===== config.mk =====
export PLATFORM = sky130hd
export DESIGN_NAME = mem_arbiter
export DESIGN_NICKNAME = d
export VERILOG_FILES = /design/src/rtl/mem_arb_pkg.sv /design/src/rtl/mem_arb_starve_cnt.sv /design/src/rtl/mem_arbiter.sv
export SDC_FILE = /design/constraint.sdc
export NUM_CORES = 1
export LEC_CHECK = 0
export BUFFER_PORTS_ARGS = -buffer_cell sky130_fd_sc_hd__clkbuf_2
export CAP_MARGIN = 20
export CORE_MARGIN = 4
export CORE_UTILIZATION = 40
export CTS_CLUSTER_DIAMETER = 30
export CTS_CLUSTER_SIZE = 16
export DETAILED_ROUTE_END_ITERATION = 7
export GPL_TIMING_DRIVEN = 0
export PLACE_DENSITY_LB_ADDON = 0.25
export SKIP_CTS_REPAIR_TIMING = 1
export SYNTH_ARGS = -nofsm -noshare
export SYNTH_HDL_FRONTEND = slang
export SYNTH_SLANG_ARGS = --single-unit

===== constraint.sdc =====
create_clock -name Clk -period 2.3 [get_ports Clk]
set_clock_uncertainty 0.15 [all_clocks]
set_input_delay 0.46 -clock Clk [delete_from_list [all_inputs] [get_ports Clk]]
set_output_delay 0.46 -clock Clk [all_outputs]
set_load 0.01 [all_outputs]

===== src/rtl/mem_arb_pkg.sv =====
// Shared state type, port IDs and default widths for mem_arbiter.
package mem_arb_pkg;

  localparam int unsigned ADDR_W_DEF     = 32;
  localparam int unsigned DATA_W_DEF     = 32;
  localparam int unsigned STARVE_MAX_DEF = 4;

  localparam logic PORT_CPU = 1'b0;
  localparam logic PORT_DBG = 1'b1;

  typedef enum logic [1:0] {
    IDLE   = 2'd0,
    ACCESS = 2'd1,
    WAIT   = 2'd2,
    DONE   = 2'd3
  } arb_state_t;

endpackage


===== src/rtl/mem_arb_starve_cnt.sv =====
// Saturating count of CPU grants that bypassed a waiting debug request.
// Only present in builds with MEM_ARB_STARVE_EN defined.
`ifdef MEM_ARB_STARVE_EN
module mem_arb_starve_cnt #(
  parameter int unsigned CNT_MAX = 4
) (
  input  logic clk,
  input  logic rst_n,
  input  logic inc,
  input  logic clr,
  output logic hit_c
);

  localparam int unsigned CNT_W = (CNT_MAX > 0) ? $clog2(CNT_MAX + 1) : 1;

  logic [CNT_W-1:0] cnt_q;

  always_ff @(posedge clk or negedge rst_n) begin
    if (!rst_n) begin
      cnt_q <= '0;
    end else if (clr) begin
      cnt_q <= '0;
    end else if (inc && (cnt_q != CNT_W'(CNT_MAX))) begin
      cnt_q <= cnt_q + CNT_W'(1);
    end
  end

  assign hit_c = (cnt_q == CNT_W'(CNT_MAX));

endmodule
`endif


===== src/rtl/mem_arbiter.sv =====
// Two-port (CPU / debug) arbiter sequencing single-port memory accesses IDLE->ACCESS->WAIT->DONE.
// Define MEM_ARB_STARVE_EN to let debug win after STARVE_MAX consecutive CPU grants.
module mem_arbiter
  import mem_arb_pkg::*;
#(
  parameter int unsigned ADDR_W     = ADDR_W_DEF,
  parameter int unsigned DATA_W     = DATA_W_DEF,
  parameter int unsigned STARVE_MAX = STARVE_MAX_DEF
) (
  input  logic              Clk,
  input  logic              Reset,
  input  logic              Cpu_req,
  input  logic              Cpu_wr,
  input  logic [ADDR_W-1:0] Cpu_addr,
  input  logic [DATA_W-1:0] Cpu_wdata,
  output logic              Cpu_ack,
  output logic [DATA_W-1:0] Cpu_rdata,
  input  logic              Dbg_req,
  input  logic              Dbg_wr,
  input  logic [ADDR_W-1:0] Dbg_addr,
  input  logic [DATA_W-1:0] Dbg_wdata,
  output logic              Dbg_ack,
  output logic [DATA_W-1:0] Dbg_rdata,
  output logic [ADDR_W-1:0] Mem_addr,
  output logic              Mem_wr,
  output logic [DATA_W-1:0] Mem_wdata,
  input  logic [DATA_W-1:0] Mem_rdata,
  output logic              Owner,
  output logic              Busy
);

  arb_state_t        state_q, state_d;
  logic [ADDR_W-1:0] addr_q, addr_d;
  logic              wr_q, wr_d;
  logic [DATA_W-1:0] wdata_q, wdata_d;
  logic              owner_q, owner_d;
  logic [ADDR_W-1:0] mem_addr_q, mem_addr_d;
  logic              mem_wr_q, mem_wr_d;
  logic [DATA_W-1:0] mem_wdata_q, mem_wdata_d;
  logic              cpu_ack_q, cpu_ack_d;
  logic              dbg_ack_q, dbg_ack_d;
  logic              busy_q, busy_d;
  logic [DATA_W-1:0] cpu_rdata_q, cpu_rdata_d;
  logic [DATA_W-1:0] dbg_rdata_q, dbg_rdata_d;
  logic              cpu_grant_c, dbg_grant_c, starve_hit_c;

`ifdef MEM_ARB_STARVE_EN
  // A CPU grant with debug idle also restarts the count.
  mem_arb_starve_cnt #(
    .CNT_MAX (STARVE_MAX)
  ) u_starve_cnt (
    .clk   (Clk),
    .rst_n (Reset),
    .inc   (cpu_grant_c && Dbg_req),
    .clr   (dbg_grant_c || (cpu_grant_c && !Dbg_req)),
    .hit_c (starve_hit_c)
  );
`else
  logic starve_unused;
  assign starve_hit_c  = 1'b0;
  assign starve_unused = (STARVE_MAX != 0) | cpu_grant_c | dbg_grant_c;
`endif

  // Next-state and next-output decode; memory pins and acks come straight from flops.
  always_comb begin
    state_d     = state_q;
    addr_d      = addr_q;
    wr_d        = wr_q;
    wdata_d     = wdata_q;
    owner_d     = owner_q;
    mem_addr_d  = '0;
    mem_wr_d    = 1'b0;
    mem_wdata_d = '0;
    cpu_ack_d   = 1'b0;
    dbg_ack_d   = 1'b0;
    cpu_rdata_d = cpu_rdata_q;
    dbg_rdata_d = dbg_rdata_q;
    cpu_grant_c = 1'b0;
    dbg_grant_c = 1'b0;

    unique case (state_q)
      IDLE: begin
        if (Cpu_req || Dbg_req) begin
          state_d = ACCESS;
          if (Dbg_req && (!Cpu_req || starve_hit_c)) begin
            dbg_grant_c = 1'b1;
            owner_d     = PORT_DBG;
            addr_d      = Dbg_addr;
            wr_d        = Dbg_wr;
            wdata_d     = Dbg_wdata;
          end else begin
            cpu_grant_c = 1'b1;
            owner_d     = PORT_CPU;
            addr_d      = Cpu_addr;
            wr_d        = Cpu_wr;
            wdata_d     = Cpu_wdata;
          end
          mem_addr_d  = addr_d;
          mem_wr_d    = wr_d;
          mem_wdata_d = wdata_d;
        end
      end
      ACCESS: begin
        state_d    = WAIT;
        mem_addr_d = addr_q;
      end
      WAIT: begin
        state_d    = DONE;
        mem_addr_d = addr_q;
        cpu_ack_d  = (owner_q == PORT_CPU);
        dbg_ack_d  = (owner_q == PORT_DBG);
      end
      DONE: begin
        state_d = IDLE;
        if (!wr_q) begin
          if (owner_q == PORT_DBG) dbg_rdata_d = Mem_rdata;
          else                     cpu_rdata_d = Mem_rdata;
        end
      end
    endcase

    busy_d = (state_d != IDLE);
  end

  always_ff @(posedge Clk or negedge Reset) begin
    if (!Reset) begin
      state_q     <= IDLE;
      addr_q      <= '0;
      wr_q        <= 1'b0;
      wdata_q     <= '0;
      owner_q     <= PORT_CPU;
      mem_addr_q  <= '0;
      mem_wr_q    <= 1'b0;
      mem_wdata_q <= '0;
      cpu_ack_q   <= 1'b0;
      dbg_ack_q   <= 1'b0;
      busy_q      <= 1'b0;
      cpu_rdata_q <= '0;
      dbg_rdata_q <= '0;
    end else begin
      state_q     <= state_d;
      addr_q      <= addr_d;
      wr_q        <= wr_d;
      wdata_q     <= wdata_d;
      owner_q     <= owner_d;
      mem_addr_q  <= mem_addr_d;
      mem_wr_q    <= mem_wr_d;
      mem_wdata_q <= mem_wdata_d;
      cpu_ack_q   <= cpu_ack_d;
      dbg_ack_q   <= dbg_ack_d;
      busy_q      <= busy_d;
      cpu_rdata_q <= cpu_rdata_d;
      dbg_rdata_q <= dbg_rdata_d;
    end
  end

  assign Mem_addr  = mem_addr_q;
  assign Mem_wr    = mem_wr_q;
  assign Mem_wdata = mem_wdata_q;
  assign Cpu_ack   = cpu_ack_q;
  assign Dbg_ack   = dbg_ack_q;
  assign Cpu_rdata = cpu_rdata_q;
  assign Dbg_rdata = dbg_rdata_q;
  assign Owner     = owner_q;
  assign Busy      = busy_q;

endmodule


==> metrics.txt, run 1 <==
outcome=complete, no violations; CTS tree=done; vias in the first global route=5725; number of I/O pins=approximately 300; sequential share of power=38.6%; wire per inst=about 19 µm; placer congestion estimate=0.835; First-pass DRT Iterations=4; Filler cells=approximately 1400; max-cap violation count=0; layout cell share with drive strength beyond 1=51.4%; Cells after Synth=505; Hold Path Class=primary input to register; relative slew slack=between 50% and 60%; CP Class=register to register; Startpoint Class=register; Initial Util=40.7%; Die Y=roughly 140 µm; sw power=between 4 and 5 mW; DR vias=approximately 5500; Core Area=about 17000 µm²; total die area=around 19000 µm²; Distinct cells, synth=28; Syn Nets=roughly 680; Worst VDD drop=roughly 650 µV; overall power=12.7 mW; Sink Count=approximately 170; highest clock rate=roughly 470 MHz; total CTS buffers=17; WP data arrival=approximately 2.3 ns; first-pass GRT wire length=29.8 mm; RSZ-0062 raised after global routing=no; DRT iter0 DRCs=about 260; WL final=~20 mm; final setup fails=0; Max Slew Vio Count=0; setup slack, reg-to-reg=0.16 ns; Post-Synthesis Cell Area=slightly below 7000 µm²; commonest non-fill, non-tap cell in the layout=clkbuf_2; area growth from synthesis to layout=35.4%; gr usage total=around 20%; global route overflow=0; Slew @ Worst Pin=between 0.7 and 0.8 ns; antenna-violating nets left=0; DR vias/cell=~5.2; Final Critical Period=2.14 ns; clock power share=22.0%; Leak=around 4.6 nW; Sw Ratio=a little over a third; initial antenna violation count=0; Worst setup EP type=register; internal power=between 8 and 9 mW; root buffer cell=clkbuf_16; Final nets=995; row count=47; PortBufs=approximately 300; Syn Area/Cell=roughly 13 µm²; Inserted Diodes=0; crit share post-route=between 90 and 100%; combinational share of power=39.4%; largest net degree at the start of global routing=88; Hold WS=0.107 ns; Worst-path clk slew=0.07 ns; DP Wirelength=between 15 and 20 mm; sequential-to-total area share from yosys stat=between 60% and 70%; #FFs+latches synth=168; die span in x=138 µm; DRC=0; Yosys warnings=0; most frequent cells in the layout=clkbuf_2, dfrtp_1, mux2_2, nor2_1, and2_1; Crit Path Max Fanout=10; worst-skew pair later-pin latency=0.42 ns; H-Tree Depth=4; WP data required=approximately 2.5 ns; clock buffer depth=2; P per Cell Area=approximately 1400 nW/µm²; final hold violations=0
-- state kept, by name, summed over array words and instances (netlist names) --
name,flops
Owner,1
Mem_addr,32
Mem_wr,1
Cpu_rdata,32
Dbg_rdata,32
state_q,2
Mem_wdata,32
wr_q,1
addr_q,32
Dbg_ack,1
Cpu_ack,1
Busy,1
-- logic make-up after synthesis --
kind of cell               after synthesis  synth area share (%)
AOI/OAI and AO/OA                      123                  14.8
adders and majority gates                5                 0.926
and+or+nand+nor                        102                  8.08
muxes                                   64                  10.7
buffers and inverters                   43                  3.32
DFF                                    168                  62.2
-- metrics by stage --
step                std cells  setup TNS, ns  setup WS, ns  area (µm²)  utilization (%)
finish                   1057              0         0.165        9150             55.1
detailed placement       1024              0         0.112        8560             51.6
CTS                      1056              0        0.0977        9130             55.1
global placement         1023        -380.98         -2.28        8520             51.4
floorplan                 505              0         0.540        6750                -
global route             1057              0       0.00264        9150             55.1
-- metal layers --
layer / GRT usage (%) / part of all wire [%]
met5: 0 / 0
met4: 5.27 / 0.85
met1: 24.4 / 39
met3: 5.66 / 8.8
met2: 34.9 / 51
-- synthesized netlist by cell type --
master,count,share of area [%]
nor3b_2,1,0.19
a22o_1,32,4.1
and2_1,34,3.1
nor3_4,1,0.24
nand3b_1,2,0.22
buf_6,3,0.50
inv_1,2,0.11
a21oi_1,25,1.9
nor2_1,35,1.9
nand2_2,1,0.093
nor3_1,21,1.6
a221o_1,32,4.7
nor2_4,1,0.17
nor2b_1,2,0.19
a21o_1,1,0.11
mux2_2,64,11
nand2_1,1,0.056
inv_2,1,0.056
clkbuf_1,10,0.56
buf_1,3,0.17
buf_2,20,1.5
nand2b_1,1,0.093
ha_1,5,0.93
dfrtp_1,168,62
o32ai_1,23,3.0
buf_4,4,0.44
or2_2,2,0.19
o22ai_1,10,0.93
-- power groups by stage --
stage / registers (mW) / clock network, mW / logic, mW
3_5_place_dp: 4.93 / 0 / 5.03
2_1_floorplan: 5.31 / 0 / 2.56
5_1_grt: 5.04 / 2.97 / 5.48
6_report: 4.90 / 2.79 / 5.00
3_3_place_gp: 4.87 / 0 / 4.90
4_1_cts: 4.89 / 2.83 / 5.06
-- worst paths after layout --
check,end,cells past startpoint,start
max,Mem_addr[23],7,state_q[0]
min,Mem_wdata[5],2,Dbg_wdata[5]
max reg2reg,Mem_addr[23],7,state_q[0]
min reg2reg,addr_q[14],2,addr_q[14]
max in group asynchronous,addr_q[1],3,Reset
min in group asynchronous,Dbg_rdata[1],2,Reset
-- final cells by class --
type | count | area [µm²] | area share (%)
multi-input combinational | 294 | 2330 | 25.4
clock inverter | 13 | 133 | 1.45
sequential | 168 | 4200 | 46.0
timing repair buffer | 300 | 1540 | 16.8
clock buffer | 19 | 443 | 4.84
tap | 220 | 275 | 3.01
inverter | 3 | 11.3 | 0.123
buffer | 40 | 215 | 2.35
-- worst max-delay path, cell delays in order, from the launching register on --
cell and delay [ns]:
dfrtp_1 0.42, inv_1 0.12, ha_1 0.15, buf_2 0.23, nand2_2 0.18, nor2_1 0.31, buf_2 0.31, a221o_1 0.20
No activity file was read; power rests on OpenSTA's default activity.
==> run 2: changes to the inputs <==
==> constraint.sdc (replaced) <==
create_clock -name Clk -period 2 [get_ports Clk]
set_clock_uncertainty 0.15 [all_clocks]
set_input_delay 0.4 -clock Clk [delete_from_list [all_inputs] [get_ports Clk]]
set_output_delay 0.4 -clock Clk [all_outputs]
set_load 0.01 [all_outputs]
==> run 2 against run 1 <==
Combinational power grew 19%. Flip-flop and latch count unchanged. Clock power grew 15%. Core utilization grew 0.59 points. Setup slack got worse by 0.071 ns. Largest cell class unchanged. Sequential share of layout area shrank 0.49 points. Final cell count did not move. Wire length grew 0.29%. Highest routed layer unchanged. Critical path depth shrank 1. Clock-buffer cell count is the same. Worst hold slack lost 0.058 ns.
==> metrics.txt, run 2 (same netlist as run 1, synthesis figures left out) <==
Hold Path Class=primary input to register; H-Tree Depth=4 (unchanged); Sink Count=168 (unchanged); Max Slew Vio Count=0 (unchanged); outcome=complete, no violations; area taken by multi-input logic gates=2380 µm² (+2.4%); First-pass DRT Iterations=5 (+1); commonest non-fill, non-tap cell in the layout=clkbuf_2; post-route cell area=9240 µm² (+1.1%); row count=47 (unchanged); Final nets=995 (unchanged); total CTS buffers=17 (unchanged); Initial Util=40.7% (unchanged); DRC=0 (unchanged); PortBufs=298 (unchanged); placed cell count=1024 (unchanged); crit share post-route=95.3% (+2.5 points); WP data arrival=2.05 ns (-0.28 ns); R2R Path Start=state_q[0]; overall power=14.8 mW (+16%); WL final=20.0 mm (+0.29%); Slew @ Worst Pin=0.711 ns (+0.00180 ns); final setup fails=0 (unchanged); DR vias/cell=5.16 (about the same); DP Wirelength=15.2 mm (unchanged); Crit Path Max Fanout=10 (unchanged); Leak=4.61 nW (+0.85%); total die area=19000 µm² (unchanged); CP startpoint=state_q[0]; clock buffer depth=2 (unchanged); Reg area=4200 µm² (unchanged); global route overflow=0 (unchanged); worst-skew pair later-pin latency=0.41 ns (about the same); max-cap violation count=0 (unchanged); vias in the first global route=5725 (unchanged); root buffer cell=clkbuf_16; Filler cells=1442 (-0.069%); placer congestion estimate=0.835 (unchanged); hold_sp=Dbg_wdata[5]; final hold violations=0 (unchanged); number of I/O pins=299 (unchanged); Placed Area=8560 µm² (unchanged); layout cell share with drive strength beyond 1=53.2% (+1.8 points); Worst VDD drop=702 µV (+8.2%); die span in x=138 µm (unchanged); Final Critical Period=1.91 ns (-0.229 ns); CTS tree=done; initial antenna violation count=0 (unchanged); Startpoint Class=register; gr usage total=20.0% (unchanged); post-route insts no fill=1057 (unchanged); P per Cell Area=1600 nW/µm² (+15%); Inserted Diodes=0 (unchanged); area growth from synthesis to layout=36.8%; WP data required=2.14 ns (-0.36 ns); highest clock rate=525 MHz (+12%); relative slew slack=52.6% (-0.12 points); DR vias=5454 (-0.018%); wire per inst=18.9 µm (+0.29%); largest net degree at the start of global routing=88 (unchanged); antenna-violating nets left=0 (unchanged); CP Class=register to register; DRT iter0 DRCs=199 (-23%); Die Y=138 µm (unchanged); Worst setup EP type=register; Core Area=16600 µm² (unchanged); most frequent cells in the layout=clkbuf_2, dfrtp_1, mux2_2, and2_1, nor2_1; first-pass GRT wire length=29.8 mm (unchanged); Worst-path clk slew=0.07 ns (about the same)
## run 2: power by group
part           leakage [nW]  switching, mW  internal [mW]
registers              2.05          0.734           4.91
logic                  2.28           3.07           2.86
clock network         0.270           1.42           1.78
## run 2: metal layers
layer / wire length, µm / GRT usage (%) / vias to the layer above
li1: - / - / 2515
met4: 158 / 5.27 / 0
met2: 10200 / 34.9 / 237
met3: 1680 / 5.66 / 14
met5: 0 / 0 / -
met1: 7920 / 24.4 / 2688
## run 2: area by class of cell
type                            count  share of cell area, %
Multi-Input combinational cell    294                   25.8
Inverter                            3                  0.149
Timing Repair Buffer              301                   16.7
Clock buffer                       19                   4.79
Tap cell                          220                   2.98
Clock inverter                     13                   1.43
Sequential cell                   168                   45.5
Buffer                             39                   2.68
## run 2: path summary, 6_finish.rpt
path / to / slack (ns) / cells after the start
max: Mem_addr[28] / 0.09 / 6
min: Mem_wdata[5] / 0.05 / 2
max reg2reg: Mem_addr[28] / 0.09 / 6
min reg2reg: addr_q[14] / 0.34 / 2
max in group asynchronous: addr_q[1] / 0.38 / 3
min in group asynchronous: Dbg_rdata[1] / 0.44 / 2
## run 2: worst max-delay path, stage by stage, from the launching register on
cell	delay [ns]
dfrtp_1	0.41
inv_2	0.07
ha_1	0.32
nor2b_2	0.20
buf_2	0.19
and2_1	0.17
a221o_1	0.27
## run 2: stage by stage
stage | util [%] | setup WS, ns | hold slack [ns] | TNS (ns)
2_1_floorplan | - | 0.240 | -0.0456 | 0
3_3_place_gp | 51.4 | -2.52 | 0.318 | -425.70
4_1_cts | 55.1 | -0.202 | -0.108 | -8.20
3_5_place_dp | 51.6 | -0.188 | 0.326 | -7.36
6_report | 55.7 | 0.0940 | 0.0492 | 0
5_1_grt | 55.7 | -0.00592 | 0.0365 | -0.0151
==> run 3: changes to the inputs <==
--- a/config.mk
+++ b/config.mk
@@ -12,7 +12,7 @@
 export CTS_CLUSTER_DIAMETER = 30
 export CTS_CLUSTER_SIZE = 16
 export DETAILED_ROUTE_END_ITERATION = 7
-export GPL_TIMING_DRIVEN = 0
+export GPL_TIMING_DRIVEN = 1
 export PLACE_DENSITY_LB_ADDON = 0.25
 export SKIP_CTS_REPAIR_TIMING = 1
 export SYNTH_ARGS = -nofsm -noshare
==> constraint.sdc (replaced) <==
create_clock -name Clk -period 1.7 [get_ports Clk]
set_clock_uncertainty 0.15 [all_clocks]
set_input_delay 0.085 -clock Clk [delete_from_list [all_inputs] [get_ports Clk]]
set_output_delay 0.085 -clock Clk [all_outputs]
set_load 0.01 [all_outputs]
==> run 3 against run 2 <==
The flow now finishes with violations (negative setup slack). Clock power is 27% higher. Sequential share of layout area is 9.4 points lower. Cell area is 26% higher. Combinational power is 51% higher. Critical path type unchanged. Critical endpoint is now Mem_wdata[19]. Largest cell class unchanged. Largest power group unchanged.
==> metrics.txt, run 3 (same netlist as run 1, synthesis figures left out) <==
Reg area=4200 µm² (unchanged); commonest non-fill, non-tap cell in the layout=clkbuf_2; Initial Util=40.7% (unchanged); PortBufs=298 (unchanged); Sink Count=168 (unchanged); DR vias=6536 (+20%); Placed Area=8700 µm² (+1.6%); vias in the first global route=5835 (+1.9%); die span in x=138 µm (unchanged); Inserted Diodes=0 (unchanged); clock buffer depth=2 (unchanged); worst setup margin=-0.107 ns (-0.201 ns); post-route insts no fill=1235 (+17%); WP data required=1.91 ns (-0.23 ns); WP buf/inv=5 (+3); family with the most delay on the worst path=buffers and inverters; DRC=0 (unchanged); wire per inst=20.3 µm (+7.6%); relative slew slack=49.3% (-3.3 points); DR WL met3=1.98 mm (+18%); gr usage total=20.3% (+0.24 points); Leak=5.59 nW (+21%); RSZ-0062 raised after global routing=yes; largest net degree at the start of global routing=50 (-43%); First-pass DRT Iterations=7 (+2); H-Tree Depth=4 (unchanged); root buffer cell=clkbuf_16; area growth from synthesis to layout=72.5%; outcome=finished with violations; Worst setup EP type=register; slowest cell on the critical path=dfrtp_1; final hold violations=0 (unchanged); Hold Path Class=primary input to async pin; most frequent cells in the layout=clkbuf_2, dfrtp_1, dlygate4sd3_1, mux2_2, nor2_1; critical-path cell list=inv_2 -> buf_6 -> ha_4 -> inv_6 -> buf_12 -> nor2_4 -> clkbuf_16 -> a22o_1; placer congestion estimate=0.791 (-5.3%); crit share post-route=106% (+11 points); Final Critical Period=1.81 ns (-0.0994 ns); DR WL met2=13.3 mm (+30%); Slew @ Worst Pin=0.760 ns (+0.0500 ns); final setup fails=129 (+129); Die Y=138 µm (unchanged); Worst-path clk slew=0.07 ns (about the same); Final nets=1173 (+18%); max layer used=met4; DRT iter0 DRCs=380 (+91%); P per Cell Area=1690 nW/µm² (+5.9%); number of I/O pins=299 (unchanged); logic depth of the worst path, buffers included=8 (+2); row count=47 (unchanged); layout cell share with drive strength beyond 1=50.0% (-3.2 points); Register-to-Register Path Depth=8 (+2); post-route cell area=11600 µm² (+26%); initial antenna violation count=0 (unchanged); placed cell count=1014 (-0.98%); area taken by multi-input logic gates=2630 µm² (+10%); global route overflow=0 (unchanged); Worst VDD drop=1140 µV (+62%); antenna-violating nets left=0 (unchanged); CP max stage delay=0.41 ns (about the same); Core Area=16600 µm² (unchanged); max-cap violation count=0 (unchanged); total die area=19000 µm² (unchanged); CP Class=register to register; worst-skew pair later-pin latency=0.43 ns (+0.02 ns); Max Slew Vio Count=0 (unchanged); total CTS buffers=17 (unchanged); CTS tree=done; DR vias/cell=5.29 (+2.6%); violated checks=negative setup slack; Crit Path Max Fanout=8 (-2); WL final=25.1 mm (+26%); first-pass GRT wire length=29.8 mm (+0.16%); DRT met1 WL=9.35 mm (+18%); highest clock rate=554 MHz (+5.5%); WP data arrival=2.01 ns (-0.04 ns); Filler cells=1143 (-21%); DP Wirelength=14.6 mm (-3.6%); Startpoint Class=register
-- run 3: cell types whose count changed in the layout (fill, tap and decap cells not counted), moves of 4 or more --
cell / before / now
buf_4: 8 / 20
clkbuf_16: 17 / 25
buf_12: 0 / 11
buf_6: 5 / 14
o32ai_2: 4 / 19
clkbuf_2: 301 / 297
and2_4: 0 / 19
buf_2: 17 / 0
o32ai_1: 19 / 4
dlygate4sd3_1: 1 / 166
and2_1: 34 / 15
nor3_1: 21 / 13
nor3_2: 0 / 7
-- run 3: path summary, 6_finish.rpt --
path,start,endpoint,slack (ns)
setup / recovery,state_q[1],Mem_wdata[19],-0.11
max in group asynchronous,Reset,Cpu_rdata[0],0.77
hold / removal,Reset,Cpu_rdata[31],0.002
hold reg to reg,addr_q[12],addr_q[12],0.35
setup reg to reg,state_q[1],Mem_wdata[19],-0.11
min in group Clk,Cpu_req,state_q[0],0.02
-- run 3: power by group --
part | leakage [nW] | internal, mW | switching (mW)
registers | 2.05 | 5.78 | 0.931
clock network | 0.291 | 2.41 | 1.63
logic | 3.25 | 4.72 | 4.23
total | 5.59 | 12.9 | 6.79
-- run 3: routing by layer --
layer	global-route usage [%]	vias to the layer above
li1	-	2870
met1	23.7	3265
met2	34.8	344
met3	7.11	57
met4	6.64	0
met5	0	-
-- run 3: per-stage QoR --
step	hold slack, ns	TNS [ns]	util (%)	power, mW	worst slack [ns]
floorplan	-0.361	-0.0369	-	10.7	-0.00123
global placement	-0.120	-31.14	52.3	13.4	-0.498
detailed placement	-0.116	-28.86	52.4	13.9	-0.332
CTS	-0.570	-33.62	56.2	18.0	-0.379
global route	0.0283	-14.87	70.3	20.8	-0.160
finish	0.00233	-7.61	70.3	19.7	-0.107
-- run 3: cell type report --
class | count | area share (%)
tap | 220 | 2.36
sequential | 168 | 36.1
clock buffer | 20 | 3.92
multi-input combinational | 294 | 22.5
clock inverter | 12 | 1.43
timing repair buffer | 518 | 33.5
inverter | 3 | 0.140
